## config.mk

```make
export PLATFORM = sky130hd
export DESIGN_NAME = ysyx_23060191_ifu_fetch_flat
export DESIGN_NICKNAME = d
export VERILOG_FILES = /design/src/rtl/ysyx_23060191_ifu_fetch_if.sv /design/src/rtl/ysyx_23060191_ifu_fetch.sv /design/src/flat_wrapper.sv
export SDC_FILE = /design/constraint.sdc
export NUM_CORES = 1
export LEC_CHECK = 0
export ABC_CLOCK_PERIOD_IN_PS = 4400
export CAP_MARGIN = 40
export CORE_MARGIN = 5
export CORE_UTILIZATION = 41
export CTS_CLUSTER_SIZE = 25
export DETAILED_ROUTE_END_ITERATION = 6
export MAX_ROUTING_LAYER = met4
export PLACE_DENSITY = 0.77
export SLEW_MARGIN = 5
export SYNTH_ARGS = -nofsm -noshare
export SYNTH_HDL_FRONTEND = slang
export SYNTH_SLANG_ARGS = --single-unit
export TNS_END_PERCENT = 1
```

## constraint.sdc

```tcl
create_clock -name clk -period 4.4 [get_ports clk]
set_input_delay 0.88 -clock clk [delete_from_list [all_inputs] [get_ports clk]]
set_output_delay 0.88 -clock clk [all_outputs]
set_load 0.02 [all_outputs]
```

## src/rtl/ysyx_23060191_ifu_fetch_if.sv

```systemverilog
// Fetch-stage bundle: the PC-unit handshake, the AXI4-Lite AR/R channels and the decode handshake.
// Every handshake is valid/ready: a transfer occurs on a rising clk edge where both are 1, and a
// source holding valid high keeps its payload stable until that transfer (arvalid is never withdrawn).
interface ysyx_23060191_ifu_fetch_if #(
  parameter int CPU_WIDTH = 32,
  parameter int CNT_WIDTH = 32
);
  logic [CPU_WIDTH-1:0] i_pc;
  logic                 i_pc_valid;
  logic                 o_pc_ready;
  logic [CPU_WIDTH-1:0] o_araddr;
  logic                 o_arvalid;
  logic                 i_arready;
  logic [CPU_WIDTH-1:0] i_rdata;
  logic [1:0]           i_rresp;
  logic                 i_rvalid;
  logic                 o_rready;
  logic [CPU_WIDTH-1:0] o_inst;
  logic [CPU_WIDTH-1:0] o_inst_pc;
  logic                 o_inst_valid;
  logic                 i_inst_ready;
  logic                 o_fetch_err;
  logic                 i_flush;
  logic [CNT_WIDTH-1:0] o_fetch_cnt;

  // master: the fetch stage itself
  modport master (
    input  i_pc, i_pc_valid, i_arready, i_rdata, i_rresp, i_rvalid, i_inst_ready, i_flush,
    output o_pc_ready, o_araddr, o_arvalid, o_rready, o_inst, o_inst_pc, o_inst_valid,
           o_fetch_err, o_fetch_cnt
  );

  // slave: PC unit, instruction memory and decode seen together
  modport slave (
    output i_pc, i_pc_valid, i_arready, i_rdata, i_rresp, i_rvalid, i_inst_ready, i_flush,
    input  o_pc_ready, o_araddr, o_arvalid, o_rready, o_inst, o_inst_pc, o_inst_valid,
           o_fetch_err, o_fetch_cnt
  );
endinterface

```

## src/rtl/ysyx_23060191_ifu_fetch.sv

```systemverilog
// Instruction fetch: one outstanding single-beat AXI4-Lite read per PC, result held until decode
// takes it. Flush discards in-flight data; misaligned PCs and error responses are reported.
module ysyx_23060191_ifu_fetch #(
  parameter int CPU_WIDTH = 32,
  parameter int CNT_WIDTH = 32
) (
  input  logic                       clk,
  input  logic                       rst,
  ysyx_23060191_ifu_fetch_if.master  bus,
  output logic [2:0]                 o_dbg_state
);

  typedef enum logic [2:0] {
    IDLE  = 3'd0,
    AR    = 3'd1,
    R     = 3'd2,
    HOLD  = 3'd3,
    DRAIN = 3'd4
  } state_t;

  state_t               state_q;
  state_t               state_d;
  logic [CPU_WIDTH-1:0] addr_q;
  logic [CPU_WIDTH-1:0] inst_q;
  logic [CPU_WIDTH-1:0] inst_pc_q;
  logic                 err_q;
  logic                 drop_q;
  logic [CNT_WIDTH-1:0] cnt_q;

  logic pc_fire;
  logic misaligned;
  logic ar_fire;
  logic r_fire;
  logic deliver;

  always_comb begin
    pc_fire    = (state_q == IDLE) && bus.i_pc_valid && !bus.i_flush;
    misaligned = (bus.i_pc[1:0] != 2'b00);
    ar_fire    = (state_q == AR) && bus.i_arready;
    r_fire     = (state_q == R) && bus.i_rvalid && !bus.i_flush;
    deliver    = (state_q == HOLD) && bus.i_inst_ready && !bus.i_flush;
  end

  always_comb begin
    state_d = state_q;
    unique case (state_q)
      IDLE: begin
        if (pc_fire) state_d = misaligned ? HOLD : AR;
      end
      AR: begin
        // A flush seen at any point during AR turns the response into one to discard.
        if (bus.i_arready) state_d = (drop_q || bus.i_flush) ? DRAIN : R;
      end
      R: begin
        if (bus.i_rvalid)     state_d = bus.i_flush ? IDLE : HOLD;
        else if (bus.i_flush) state_d = DRAIN;
      end
      DRAIN: begin
        if (bus.i_rvalid) state_d = IDLE;
      end
      HOLD: begin
        if (bus.i_flush || bus.i_inst_ready) state_d = IDLE;
      end
      default: state_d = IDLE;
    endcase
  end

  always_ff @(posedge clk or posedge rst) begin
    if (rst) state_q <= IDLE;
    else     state_q <= state_d;
  end

  always_ff @(posedge clk or posedge rst) begin
    if (rst) begin
      addr_q    <= '0;
      inst_q    <= '0;
      inst_pc_q <= '0;
      err_q     <= 1'b0;
      drop_q    <= 1'b0;
      cnt_q     <= '0;
    end else begin
      if (pc_fire) begin
        addr_q <= bus.i_pc;
        if (misaligned) begin
          inst_q    <= '0;
          inst_pc_q <= bus.i_pc;
          err_q     <= 1'b1;
        end
      end
      if (state_q == AR) begin
        if (ar_fire)          drop_q <= 1'b0;
        else if (bus.i_flush) drop_q <= 1'b1;
      end
      if (r_fire) begin
        inst_q    <= bus.i_rdata;
        inst_pc_q <= addr_q;
        err_q     <= (bus.i_rresp != 2'b00);
      end
      if (deliver) cnt_q <= cnt_q + CNT_WIDTH'(1);
    end
  end

  // Handshake outputs decode straight from the state register; pc_ready also drops under flush/reset.
  assign bus.o_pc_ready   = (state_q == IDLE) && !bus.i_flush && !rst;
  assign bus.o_arvalid    = (state_q == AR);
  assign bus.o_rready     = (state_q == R) || (state_q == DRAIN);
  assign bus.o_inst_valid = (state_q == HOLD);
  assign bus.o_araddr     = addr_q;
  assign bus.o_inst       = inst_q;
  assign bus.o_inst_pc    = inst_pc_q;
  assign bus.o_fetch_err  = err_q;
  assign bus.o_fetch_cnt  = cnt_q;
  assign o_dbg_state      = state_q;

endmodule

```

## src/flat_wrapper.sv

```systemverilog
// flat-port wrapper written by rule: the top's interface ports become plain ports
module ysyx_23060191_ifu_fetch_flat 
#(
  parameter int CPU_WIDTH = 32,
  parameter int CNT_WIDTH = 32
)
  (clk, rst, o_dbg_state, bus_i_pc, bus_i_pc_valid, bus_i_arready, bus_i_rdata, bus_i_rresp, bus_i_rvalid, bus_i_inst_ready, bus_i_flush, bus_o_pc_ready, bus_o_araddr, bus_o_arvalid, bus_o_rready, bus_o_inst, bus_o_inst_pc, bus_o_inst_valid, bus_o_fetch_err, bus_o_fetch_cnt);
  ysyx_23060191_ifu_fetch_if #(.CPU_WIDTH(CPU_WIDTH), .CNT_WIDTH(CNT_WIDTH)) bus_i ();
  input  logic clk;
  input  logic rst;
  output logic [2:0] o_dbg_state;
  input wire logic [$bits(bus_i.i_pc)-1:0] bus_i_pc;
  input wire logic [$bits(bus_i.i_pc_valid)-1:0] bus_i_pc_valid;
  input wire logic [$bits(bus_i.i_arready)-1:0] bus_i_arready;
  input wire logic [$bits(bus_i.i_rdata)-1:0] bus_i_rdata;
  input wire logic [$bits(bus_i.i_rresp)-1:0] bus_i_rresp;
  input wire logic [$bits(bus_i.i_rvalid)-1:0] bus_i_rvalid;
  input wire logic [$bits(bus_i.i_inst_ready)-1:0] bus_i_inst_ready;
  input wire logic [$bits(bus_i.i_flush)-1:0] bus_i_flush;
  output wire logic [$bits(bus_i.o_pc_ready)-1:0] bus_o_pc_ready;
  output wire logic [$bits(bus_i.o_araddr)-1:0] bus_o_araddr;
  output wire logic [$bits(bus_i.o_arvalid)-1:0] bus_o_arvalid;
  output wire logic [$bits(bus_i.o_rready)-1:0] bus_o_rready;
  output wire logic [$bits(bus_i.o_inst)-1:0] bus_o_inst;
  output wire logic [$bits(bus_i.o_inst_pc)-1:0] bus_o_inst_pc;
  output wire logic [$bits(bus_i.o_inst_valid)-1:0] bus_o_inst_valid;
  output wire logic [$bits(bus_i.o_fetch_err)-1:0] bus_o_fetch_err;
  output wire logic [$bits(bus_i.o_fetch_cnt)-1:0] bus_o_fetch_cnt;
  assign bus_i.i_pc = bus_i_pc;
  assign bus_i.i_pc_valid = bus_i_pc_valid;
  assign bus_i.i_arready = bus_i_arready;
  assign bus_i.i_rdata = bus_i_rdata;
  assign bus_i.i_rresp = bus_i_rresp;
  assign bus_i.i_rvalid = bus_i_rvalid;
  assign bus_i.i_inst_ready = bus_i_inst_ready;
  assign bus_i.i_flush = bus_i_flush;
  assign bus_o_pc_ready = bus_i.o_pc_ready;
  assign bus_o_araddr = bus_i.o_araddr;
  assign bus_o_arvalid = bus_i.o_arvalid;
  assign bus_o_rready = bus_i.o_rready;
  assign bus_o_inst = bus_i.o_inst;
  assign bus_o_inst_pc = bus_i.o_inst_pc;
  assign bus_o_inst_valid = bus_i.o_inst_valid;
  assign bus_o_fetch_err = bus_i.o_fetch_err;
  assign bus_o_fetch_cnt = bus_i.o_fetch_cnt;
  ysyx_23060191_ifu_fetch #(.CPU_WIDTH(CPU_WIDTH), .CNT_WIDTH(CNT_WIDTH)) u_core (.clk(clk), .rst(rst), .bus(bus_i), .o_dbg_state(o_dbg_state));
endmodule
```

* Yosys cells after proc, flatten, opt, wreduce, memory -nomap -nowiden
Index checks and enable logic that the tools add are counted.
Storage, ports and cells: word-level logic and storage cells 61, bits of input ports 73, register bits after elaboration 133, output and inout port bits 136
Operators by class: equality and inequality tests 9, add/sub/neg operators 1, multiplexer cells 21, reduce and logical (&&, ||, !) cells 23
Operators by type and width (number):
- $mux W32 | 6
- $add A32 B1 Y32 const B | 1
- $mux W3 | 7
- $pmux W3 S5 | 1
- $reduce_bool A2 Y1 | 5
- $logic_and A1 B1 Y1 | 9
- $eq A3 B2 Y1 const B | 2
- $mux W1 | 5
- $reduce_and A5 Y1 | 1
- $mux W2 | 2
- $ne A2 B1 Y1 const B | 2
- $ne A2 B2 Y1 const B | 2
- $reduce_and A2 Y1 | 2
- $eq A3 B1 Y1 const B | 1
- $eq A3 B3 Y1 const B | 1
- $logic_not A3 Y1 | 1
- $logic_or A1 B1 Y1 | 3
- $ne A3 B3 Y1 const B | 1
- $logic_not A1 Y1 | 2

* Longest topological paths before layout
Gate-level depths: netlist of run 1.
depth in word-level cells 5, mapped depth 7, depth with buffers taken out 5

* Worst setup path before layout of run 1
Ideal clock, no wire load.
path kind flip-flop to output port, start point register u_core.state_q[1], in the netlist u_core.o_dbg_state[1], end point output bus_o_pc_ready, slack 1.914 ns, buffers on the path 1, cell stages (with the launch flop) 4, required time 3.520 ns, arrival 1.606 ns, cell sequence dfrtp_1 > clkbuf_1 > or2_2 > nor4_1
On the way: cells in the longest elaborated chain, start to end 3
Ends and longest elaborated chain:
- start, declared | line ysyx_23060191_ifu_fetch.sv:21 | state_t state_q;
- start signal, assigned | line ysyx_23060191_ifu_fetch.sv:70 | else state_q <= state_d;
- $logic_not A3 Y1 | line ysyx_23060191_ifu_fetch.sv:104 | assign bus.o_pc_ready = (state_q == IDLE) && !bus.i_flush && !rst;
- $logic_and A1 B1 Y1 (2 in a row) | line ysyx_23060191_ifu_fetch.sv:104
- end, declared | line flat_wrapper.sv:20 | output wire logic [$bits(bus_i.o_pc_ready)-1:0] bus_o_pc_ready;
No other way between the ends.

* Worst setup path in the final report of run 1
start point input bus_i_flush, end point output bus_o_pc_ready
On the way: cells in the longest elaborated chain, start to end 3
Ends and longest elaborated chain:
- start, declared | line flat_wrapper.sv:19 | input wire logic [$bits(bus_i.i_flush)-1:0] bus_i_flush;
- $logic_not A1 Y1 | line ysyx_23060191_ifu_fetch.sv:104
- $logic_and A1 B1 Y1 (2 in a row) | line ysyx_23060191_ifu_fetch.sv:104
No other way between the ends.

==> run_results.csv, run 1 <==
group,metric,value,unit
clock_network,post-cts-setup-buffers,0,
critical_path,start_kind,"input port",
final_layout,multi_input_area,2290,um2
sta,tns,0,ns
critical_path,cp_max_fo,9,
clock_network,h-tree-depth,4,
critical_path,r2r-start,"u_core.o_dbg_state[2]",
place,hpwl,11.1,mm
place,gp_congestion,0.849,
critical_path,arrival,2.68,ns
logic_synthesis,yosysWarnings,0,
final_layout,instances_no_fill,828,
clock_network,cts.repair.resized,0,
critical_path,reg2reg_to,"u_core.bus.o_inst_pc[25]",
clock_network,clock_latency,0.41,ns
logic_synthesis,synth-main-ff-cell,"dfrtp_1",
logic_synthesis,seq_area_frac_synth,0.578,
grt,grt_pass1_vias,4616,
die,initial_core_util,0.417,
final_layout,area_growth,50.3,%
die,die-height,129,um
detailed_routing,drt_iter0_markers,195,
logic_synthesis,netlist_instances,422,
sta,fin_skew,0.00942,ns
sta,min_period_over_period,0.810,
final_layout,nets,709,
detailed_routing,dr_total_vias,4264,
worst_hold_path,min_path_cells,1,
critical_path,slowest_stage,"clkdlybuf4s50_1",
sta,fin_worst_hold_slack,0.482,ns
die,die-area,16500,um2
sta,hold_viol_final,0,
critical_path,rr_worst_depth,5,
logic_synthesis,synth-seq-cells,133,
place,place_area,8030,um2
grt,grt.total_usage,0.196,
clock_network,cts-root-buf,"clkbuf_16",
logic_synthesis,synth.net_count,496,
clock_network,clkTransAtPathRegs,0.05,ns
sta,max_slew_margin,0.407,
run,drv_cap,0,
power_and_ir_drop,p_leak,3.69,nW
sta,rsz0062_at_grt,"no",
place,placement.io_buffers,208,
clock_network,cts.sink_count,133,
detailed_routing,drc_errors,0,
grt,grt_max_degree,108,
run_status,status,"finished clean",
logic_synthesis,synth-edff-count,0,
power_and_ir_drop,p_total,0.00625,W
worst_hold_path,hold_end,"u_core.bus.o_fetch_cnt[31]",
final_layout,n_antenna_cell,0,
sta,fmax,0.281,GHz
worst_hold_path,hold_class,"register to register",
clock_network,cts_buffers,17,
critical_path,cp.buffers_inverters,2,
logic_synthesis,async_flop_share,1.00,
grt,grt_pass1_wl,24.6,mm
critical_path,slowest_delay,0.70,ns
sta,fin_crit,3.56,ns
detailed_routing,detail-route-antenna-nets,0,
detailed_routing,routed_wl,15.6,mm
place,dp_cells,796,
critical_path,rrSetupSlack,1.60,ns
clock_network,hold_buffers,0,
critical_path,crit_path_frequent_cell,"clkdlybuf4s50_1",
clock_network,clk_path_buf_depth,2,
critical_path,worstSetupEndpointType,"primary output",
logic_synthesis,synth_area,5760,um2
power_and_ir_drop,irDropWorstVdd,385,uV
critical_path,crit_type,"input port to primary output",
critical_path,worstPathCellList,"clkdlybuf4s50_1 -> nor4_1 -> clkdlybuf4s50_1",
grt,grt-ovfl-total,0,
logic_synthesis,yosysUniqueCellTypes,37,
clock_network,cts_tree,"built",
final_layout,drive_above_1_share,0.215,
detailed_routing,via_per_inst,5.15,
critical_path,crit_family,"buffers and inverters",
final_layout,nFillCells,1047,
sta,worst_pin_slew,0.881,ns
die,fp.coreArea,13800,um2
die,rows,43,
worst_hold_path,min_from,"u_core.bus.o_fetch_cnt[31]",
logic_synthesis,avgSynthCellArea,13.7,um2
die,die_w,129,um
sta,setup_violations,0,
detailed_routing,wire_per_inst,18.8,um
sta,slew_viol_final,0,
grt,antenna_found_initial,0,
final_layout,seqCellArea,3330,um2
detailed_routing,dr.pass1.iters,4,
critical_path,crit_required,3.52,ns
die,io_pins,209,
power_and_ir_drop,power.density,721,nW/um2
final_layout,post-route-cell-area,8660,um2
==> Yosys cell counts (all sizes together), types with 2 or more instances <==
cell type    n  area, um2
xor2         5       43.8
nor2        12       45.0
nor2b        2       12.5
nor3         7       35.0
clkbuf       8       30.0
a31oi        2       12.5
and3         2       12.5
nand2       14       52.6
inv          8       30.0
nor4         7       50.1
mux2        97       1160
dfrtp      133       3330
o21ai        5       25.0
a21oi        4       20.0
nand2b       2       12.5
xnor2       27        236
nand4       15       93.8
buf         14        105
nand3       11       55.1
and2         3       18.8
nand3b       2       15.0
a22o        32        280
or3b         2       20.0
nand4bb      2       22.5
==> kinds of logic (layout without fill, tap and decap cells) <==
logic type      Yosys count  after routing  share of synthesized area
flops                   133            133                      0.578
mux                      97             97                      0.201
simple gates             83             83                     0.0795
compound gates           46             46                     0.0630
xor+xnor                 32             32                     0.0486
buf+inv                  30            256                     0.0287
fa+ha+maj                 1              1                    0.00217
==> cell usage in the layout, fill, tap and decap left out, drive strengths merged, types with 3 or more instances in the layout <==
master           n
nand2           14
nand3           11
bufinv           4
nor3             7
a22o            32
clkinv           6
inv              7
nor2            12
nor4             7
clkbuf          22
buf              8
clkdlybuf4s50  208
dfrtp          133
mux2            97
a21oi            4
xor2             5
xnor2           27
and2             3
o21ai            5
nand4           15
==> worst max path at each step <==
stage	slack [ns]	start	to	cells after the start
after global placement	0.83	bus_i_flush	u_core.bus.o_inst_pc[22]	5
after global routing	0.78	bus_i_flush	bus_o_pc_ready	3
after CTS	0.90	bus_i_flush	bus_o_pc_ready	3
after floorplan	1.87	rst	u_core.bus.o_araddr[0]	1
after detailed placement	0.74	bus_i_flush	u_core.bus.o_inst_pc[25]	5
final	0.84	bus_i_flush	bus_o_pc_ready	3
==> power by group <==
part / switching (W) / internal (W) / leakage [nW]
registers: 0.000377 / 0.00171 / 1.68
logic: 0.00123 / 0.00144 / 1.68
clock network: 0.000497 / 0.00100 / 0.319
total: 0.00210 / 0.00415 / 3.69
==> final cells by class <==
class,count,share of cell area
Clock buffer,22,0.0559
Clock inverter,10,0.0173
Inverter,8,0.00390
Multi-Input combinational cell,259,0.264
Sequential cell,133,0.384
Tap cell,180,0.0260
Timing Repair Buffer,216,0.248
==> per-layer routing <==
metal,track usage,share of wire,wire length (um)
met1,0.248,0.43,6630
met2,0.306,0.49,7600
met3,0.0573,0.072,1120
met4,0.0636,0.014,218
met5,-,0,0
==> per-stage QoR <==
stage	setup slack, ns	utilization
after floorplan	1.87	-
after global placement	0.832	0.580
after detailed placement	0.741	0.581
after CTS	0.897	0.627
after global routing	0.782	0.627
final	0.838	0.627
==> registers in the layout, summed over array words and instances (netlist names) <==
register	cells
u_core.bus.o_fetch_err	1
u_core.drop_q	1
u_core.bus.o_inst	32
u_core.o_dbg_state	3
u_core.bus.o_inst_pc	32
u_core.bus.o_araddr	32
u_core.bus.o_fetch_cnt	32
(Power assumes the default switching activity.)
==> inputs of run 2 (changes only) <==
--- a/config.mk
+++ b/config.mk
@@ -5,7 +5,7 @@
 export SDC_FILE = /design/constraint.sdc
 export NUM_CORES = 1
 export LEC_CHECK = 0
-export ABC_CLOCK_PERIOD_IN_PS = 4400
+export ABC_CLOCK_PERIOD_IN_PS = 3100
 export CAP_MARGIN = 40
 export CORE_MARGIN = 5
 export CORE_UTILIZATION = 41
==> constraint.sdc (replaced) <==
create_clock -name clk -period 3.1 [get_ports clk]
set_input_delay 0.62 -clock clk [delete_from_list [all_inputs] [get_ports clk]]
set_output_delay 0.62 -clock clk [all_outputs]
set_load 0.02 [all_outputs]
==> run 2 against run 1 <==
Against the previous run: via count is 0.12% higher; global-route usage is 0.43 points lower; register-to-register slack worse by 0.87 ns; final area rose by 0.64%; wire length decreased by 0.92%; final cell count grew 0.97%; largest cell class unchanged.
==> run_results.csv, run 2 (same netlist as run 1, synthesis figures left out) <==
group,metric,value,unit
place,placement.io_buffers,208,
critical_path,r2r-start,"u_core.o_dbg_state[2]",
clock_network,cts_buffers,17,
sta,fin_crit,2.99,ns
critical_path,cp_max_fo,9,
clock_network,cts.sink_count,133,
detailed_routing,dr_total_vias,4269,
sta,fin_skew,0.00574,ns
critical_path,startpoint,"bus_i_flush",
detailed_routing,wire_per_inst,18.5,um
clock_network,post-cts-setup-buffers,0,
grt,grt_pass1_wl,24.1,mm
die,io_pins,209,
clock_network,clock_latency,0.41,ns
critical_path,start_kind,"input port",
sta,worst_pin_slew,0.629,ns
critical_path,worstSetupEndpointType,"primary output",
detailed_routing,routed_wl,15.4,mm
run,drv_cap,0,
detailed_routing,dr.pass1.iters,7,
grt,grt-ovfl-total,0,
sta,rsz0062_at_grt,"no",
final_layout,nFillCells,1056,
clock_network,hold_buffers,0,
power_and_ir_drop,power.density,1010,nW/um2
grt,grt_max_degree,66,
place,gp_congestion,0.823,
clock_network,cts.repair.resized,0,
final_layout,final_util,0.631,
final_layout,layout_commonest_cell,"clkdlybuf4s50_1",
die,die-height,129,um
die,rows,43,
power_and_ir_drop,p_leak,3.70,nW
sta,min_period_over_period,0.965,
detailed_routing,via_per_inst,5.11,
critical_path,arrival,2.37,ns
place,hpwl,11.2,mm
sta,fmax,0.334,GHz
grt,grt_pass1_vias,4516,
sta,slew_viol_final,0,
critical_path,crit_type,"input port to primary output",
worst_hold_path,hold_class,"register to register",
die,initial_core_util,0.417,
final_layout,area_growth,51.3,%
clock_network,clkTransAtPathRegs,0.05,ns
final_layout,layout_common_cells,"208 x clkdlybuf4s50_1, 133 x dfrtp_1, 75 x mux2_2",
final_layout,nets,716,
critical_path,crit_required,2.48,ns
critical_path,rrSetupSlack,0.73,ns
worst_hold_path,min_from,"u_core.bus.o_fetch_cnt[31]",
die,die_w,129,um
clock_network,clk_path_buf_depth,2,
sta,max_slew_margin,0.577,
clock_network,h-tree-depth,4,
clock_network,cts_tree,"built",
run_status,status,"finished clean",
final_layout,drive_above_1_share,0.224,
sta,fin_worst_hold_slack,0.480,ns
clock_network,cts-root-buf,"clkbuf_16",
detailed_routing,drt_iter0_markers,165,
detailed_routing,detail-route-antenna-nets,0,
die,fp.coreArea,13800,um2
sta,setup_violations,0,
grt,grt.total_usage,0.192,
sta,hold_viol_final,0,
sta,tns,0,ns
power_and_ir_drop,irDropWorstVdd,548,uV
grt,antenna_found_initial,1,
die,die-area,16500,um2
detailed_routing,drc_errors,0,
-- run 2: changes by cell type in the layout (fill, tap and decap cells not counted), moves of 2 or more --
cell,delta
clkinvlp_4,+4
buf_4,+7
clkinv_4,+2
clkinv_2,-3
-- run 2: final timing paths --
path | endpoint | depth (start not counted)
worst min register to register | u_core.bus.o_fetch_cnt[31] | 1
worst max-delay path | bus_o_pc_ready | 3
max in group asynchronous | u_core.bus.o_inst[4] | 3
worst min-delay path | u_core.bus.o_fetch_cnt[31] | 1
min in group asynchronous | u_core.bus.o_araddr[14] | 2
worst max register to register | u_core.bus.o_inst_pc[20] | 4
-- run 2: worst max-delay path, stage by stage --
cell and delay (ns):
clkdlybuf4s50_1 0.58, nor4_1 0.47, clkdlybuf4s50_1 0.70
-- run 2: per-stage QoR --
stage / cells / area, um2 / total power, W / setup WS (ns)
floorplan: 422 / 5770 / 0.00491 / 0.829
global placement: 803 / 8100 / 0.00670 / 0.0577
detailed placement: 803 / 8100 / 0.00679 / 0.129
CTS: 835 / 8720 / 0.00892 / 0.132
global route: 836 / 8720 / 0.00924 / 0.0224
finish: 836 / 8720 / 0.00881 / 0.108
-- run 2: layout make-up --
| cell class | instances | area (um2) | share of cell area |
|---|---|---|---|
| antenna | 1 | 2.50 | 0.000287 |
| clock buffer | 20 | 467 | 0.0535 |
| clock inverter | 12 | 153 | 0.0175 |
| inverter | 8 | 33.8 | 0.00387 |
| multi-input combinational | 259 | 2290 | 0.263 |
| sequential | 133 | 3330 | 0.382 |
| tap | 180 | 225 | 0.0258 |
| timing repair buffer | 223 | 2220 | 0.255 |
-- run 2: report_power, final --
group | internal, W | switching (W)
clock | 0.00133 | 0.000737
sequential | 0.00242 | 0.000510
combinational | 0.00206 | 0.00177
-- run 2: per-layer routing --
layer	vias to the layer above	wire length (um)	GRT usage
met1	2108	6640	0.244
met5	-	0	-
met2	167	7260	0.289
li1	1968	-	-
met3	26	1140	0.0627
met4	0	382	0.0716
==> inputs of run 3 (changes only) <==
--- a/config.mk
+++ b/config.mk
@@ -6,11 +6,13 @@
 export NUM_CORES = 1
 export LEC_CHECK = 0
 export ABC_CLOCK_PERIOD_IN_PS = 3100
-export CAP_MARGIN = 40
+export CAP_MARGIN = 20
 export CORE_MARGIN = 5
 export CORE_UTILIZATION = 41
 export CTS_CLUSTER_SIZE = 25
 export DETAILED_ROUTE_END_ITERATION = 6
+export GPL_TIMING_DRIVEN = 0
+export HOLD_SLACK_MARGIN = 0.05
 export MAX_ROUTING_LAYER = met4
 export PLACE_DENSITY = 0.77
 export SLEW_MARGIN = 5
==> run 3 against run 2 <==
Against the previous run: combinational power rose by 2%; worst hold slack got worse by 0.0035 ns; total power rose by 3.4%; maximum frequency rose by 9.0%; final cell count rose by 1.1%; critical path type is now input port to register.
==> run_results.csv, run 3 (same netlist as run 1, synthesis figures left out) <==
group,metric,value,unit
worst_hold_path,min_path_cells,1,
final_layout,instances_no_fill,845,
clock_network,cts_tree,"built",
final_layout,n_antenna_cell,0,
power_and_ir_drop,p_total,0.00912,W
sta,slew_viol_final,0,
detailed_routing,drt_iter0_markers,165,
die,die-height,129,um
sta,fin_crit,2.75,ns
final_layout,layout_common_cells,"207 x clkdlybuf4s50_1, 133 x dfrtp_1, 75 x mux2_2",
critical_path,r2r-start,"u_core.o_dbg_state[2]",
critical_path,cp_max_fo,10,
detailed_routing,drc_errors,0,
place,gp_congestion,0.849,
detailed_routing,via_per_inst,5.11,
clock_network,clock_latency,0.42,ns
detailed_routing,wire_per_inst,19.0,um
clock_network,cts-root-buf,"clkbuf_16",
sta,setup_violations,0,
clock_network,clk_path_buf_depth,2,
detailed_routing,dr.pass1.iters,4,
clock_network,hold_buffers,0,
grt,grt_max_degree,43,
die,die-area,16500,um2
grt,grt.total_usage,0.207,
detailed_routing,detail-route-antenna-nets,0,
sta,fmax,0.364,GHz
sta,fin_skew,0.00909,ns
die,rows,43,
clock_network,post-cts-setup-buffers,0,
grt,grt-ovfl-total,0,
sta,tns,0,ns
final_layout,area_growth,53.1,%
sta,hold_viol_final,0,
sta,max_slew_margin,0.373,
critical_path,start_kind,"input port",
critical_path,reg2reg_to,"u_core.bus.o_araddr[14]",
power_and_ir_drop,p_leak,3.77,nW
critical_path,crit_type,"input port to register",
clock_network,cts.sink_count,133,
worst_hold_path,hold_class,"register to register",
worst_hold_path,hold_end,"u_core.bus.o_fetch_cnt[31]",
critical_path,worstPathCellList,"clkdlybuf4s50_1 -> or3b_1 -> nor4_2 -> buf_2 -> mux2_2",
run,drv_cap,0,
die,fp.coreArea,13800,um2
place,dp_cells,813,
clock_network,cts_buffers,17,
die,die_w,129,um
critical_path,rr_worst_depth,4,
final_layout,layout_commonest_cell,"clkdlybuf4s50_1",
die,initial_core_util,0.417,
clock_network,cts.repair.resized,0,
critical_path,cp.buffers_inverters,2,
final_layout,nets,726,
clock_network,h-tree-depth,4,
detailed_routing,dr_total_vias,4319,
critical_path,crit_family,"simple AND/OR/NAND/NOR gates",
sta,rsz0062_at_grt,"no",
place,hpwl,11.9,mm
run_status,status,"finished clean",
grt,grt_pass1_vias,4782,
critical_path,crit_required,3.39,ns
critical_path,slowest_stage,"nor4_2",
power_and_ir_drop,power.density,1030,nW/um2
critical_path,arrival,3.04,ns
critical_path,slowest_delay,0.57,ns
power_and_ir_drop,irDropWorstVdd,568,uV
die,io_pins,209,
critical_path,worstSetupEndpointType,"register",
final_layout,drive_above_1_share,0.217,
grt,grt_pass1_wl,25.8,mm
sta,min_period_over_period,0.886,
sta,worst_pin_slew,0.932,ns
worst_hold_path,min_from,"u_core.bus.o_fetch_cnt[31]",
clock_network,clkTransAtPathRegs,0.06,ns
detailed_routing,routed_wl,16.0,mm
place,placement.io_buffers,208,
grt,antenna_found_initial,0,
critical_path,rrSetupSlack,0.73,ns
==> run 3: cell types whose count changed in the layout (fill, tap and decap cells not counted), sizes merged, moves of 2 or more <==
cell	previous run	this run
clkbuf	20	28
bufinv	3	6
buf	15	17
clkinv	5	3
clkinvlp	5	3
==> run 3: layout make-up <==
cell class,count,area [um2]
inverter,8,33.8
fill,1011,5000
tap,180,225
clock buffer,20,467
buffer,22,135
timing repair buffer,211,2140
sequential,133,3330
clock inverter,12,223
multi-input combinational,259,2270
==> run 3: worst max path at each step <==
stage	start	endpoint	slack [ns]	cells past startpoint
after floorplan	rst	u_core.bus.o_araddr[0]	0.83	1
after global placement	rst	u_core.bus.o_inst[26]	-0.34	2
after detailed placement	bus_i_flush	u_core.bus.o_araddr[16]	-0.13	5
after CTS	u_core.o_dbg_state[1]	bus_o_pc_ready	0.17	4
after global routing	bus_i_flush	u_core.bus.o_araddr[14]	0.18	5
final	bus_i_flush	u_core.bus.o_araddr[14]	0.35	5
==> run 3: per-stage QoR <==
stage	area (um2)	setup slack, ns	util	hold WS [ns]
2_1_floorplan	5770	0.829	-	0.502
3_3_place_gp	8070	-0.335	0.584	0.465
3_5_place_dp	8130	-0.134	0.588	0.473
4_1_cts	8820	0.169	0.638	0.486
5_1_grt	8830	0.184	0.638	0.492
6_report	8830	0.355	0.638	0.476
==> run 3: worst register-to-register path: cells and delay by family, from the launching register on <==
family / cells / cell delay [ns]
flip-flops: 1 / 0.42
AND/OR/NAND/NOR: 2 / 1.03
multiplexers: 1 / 0.39
buffers and inverters: 1 / 0.42
==> run 3: per-layer routing <==
metal	global-route usage	wire, um	up-vias
met5	-	0	-
met4	0.0661	397	0
met3	0.0735	1300	29
met2	0.328	7750	177
met1	0.249	6560	2122
li1	-	-	1991
==> run 3: report_power, final <==
part / switching (W) / leakage [nW] / internal (W) / total, W
registers: 0.000478 / 1.68 / 0.00242 / 0.00290
clock network: 0.000751 / 0.333 / 0.00157 / 0.00232
logic: 0.00182 / 1.76 / 0.00207 / 0.00389
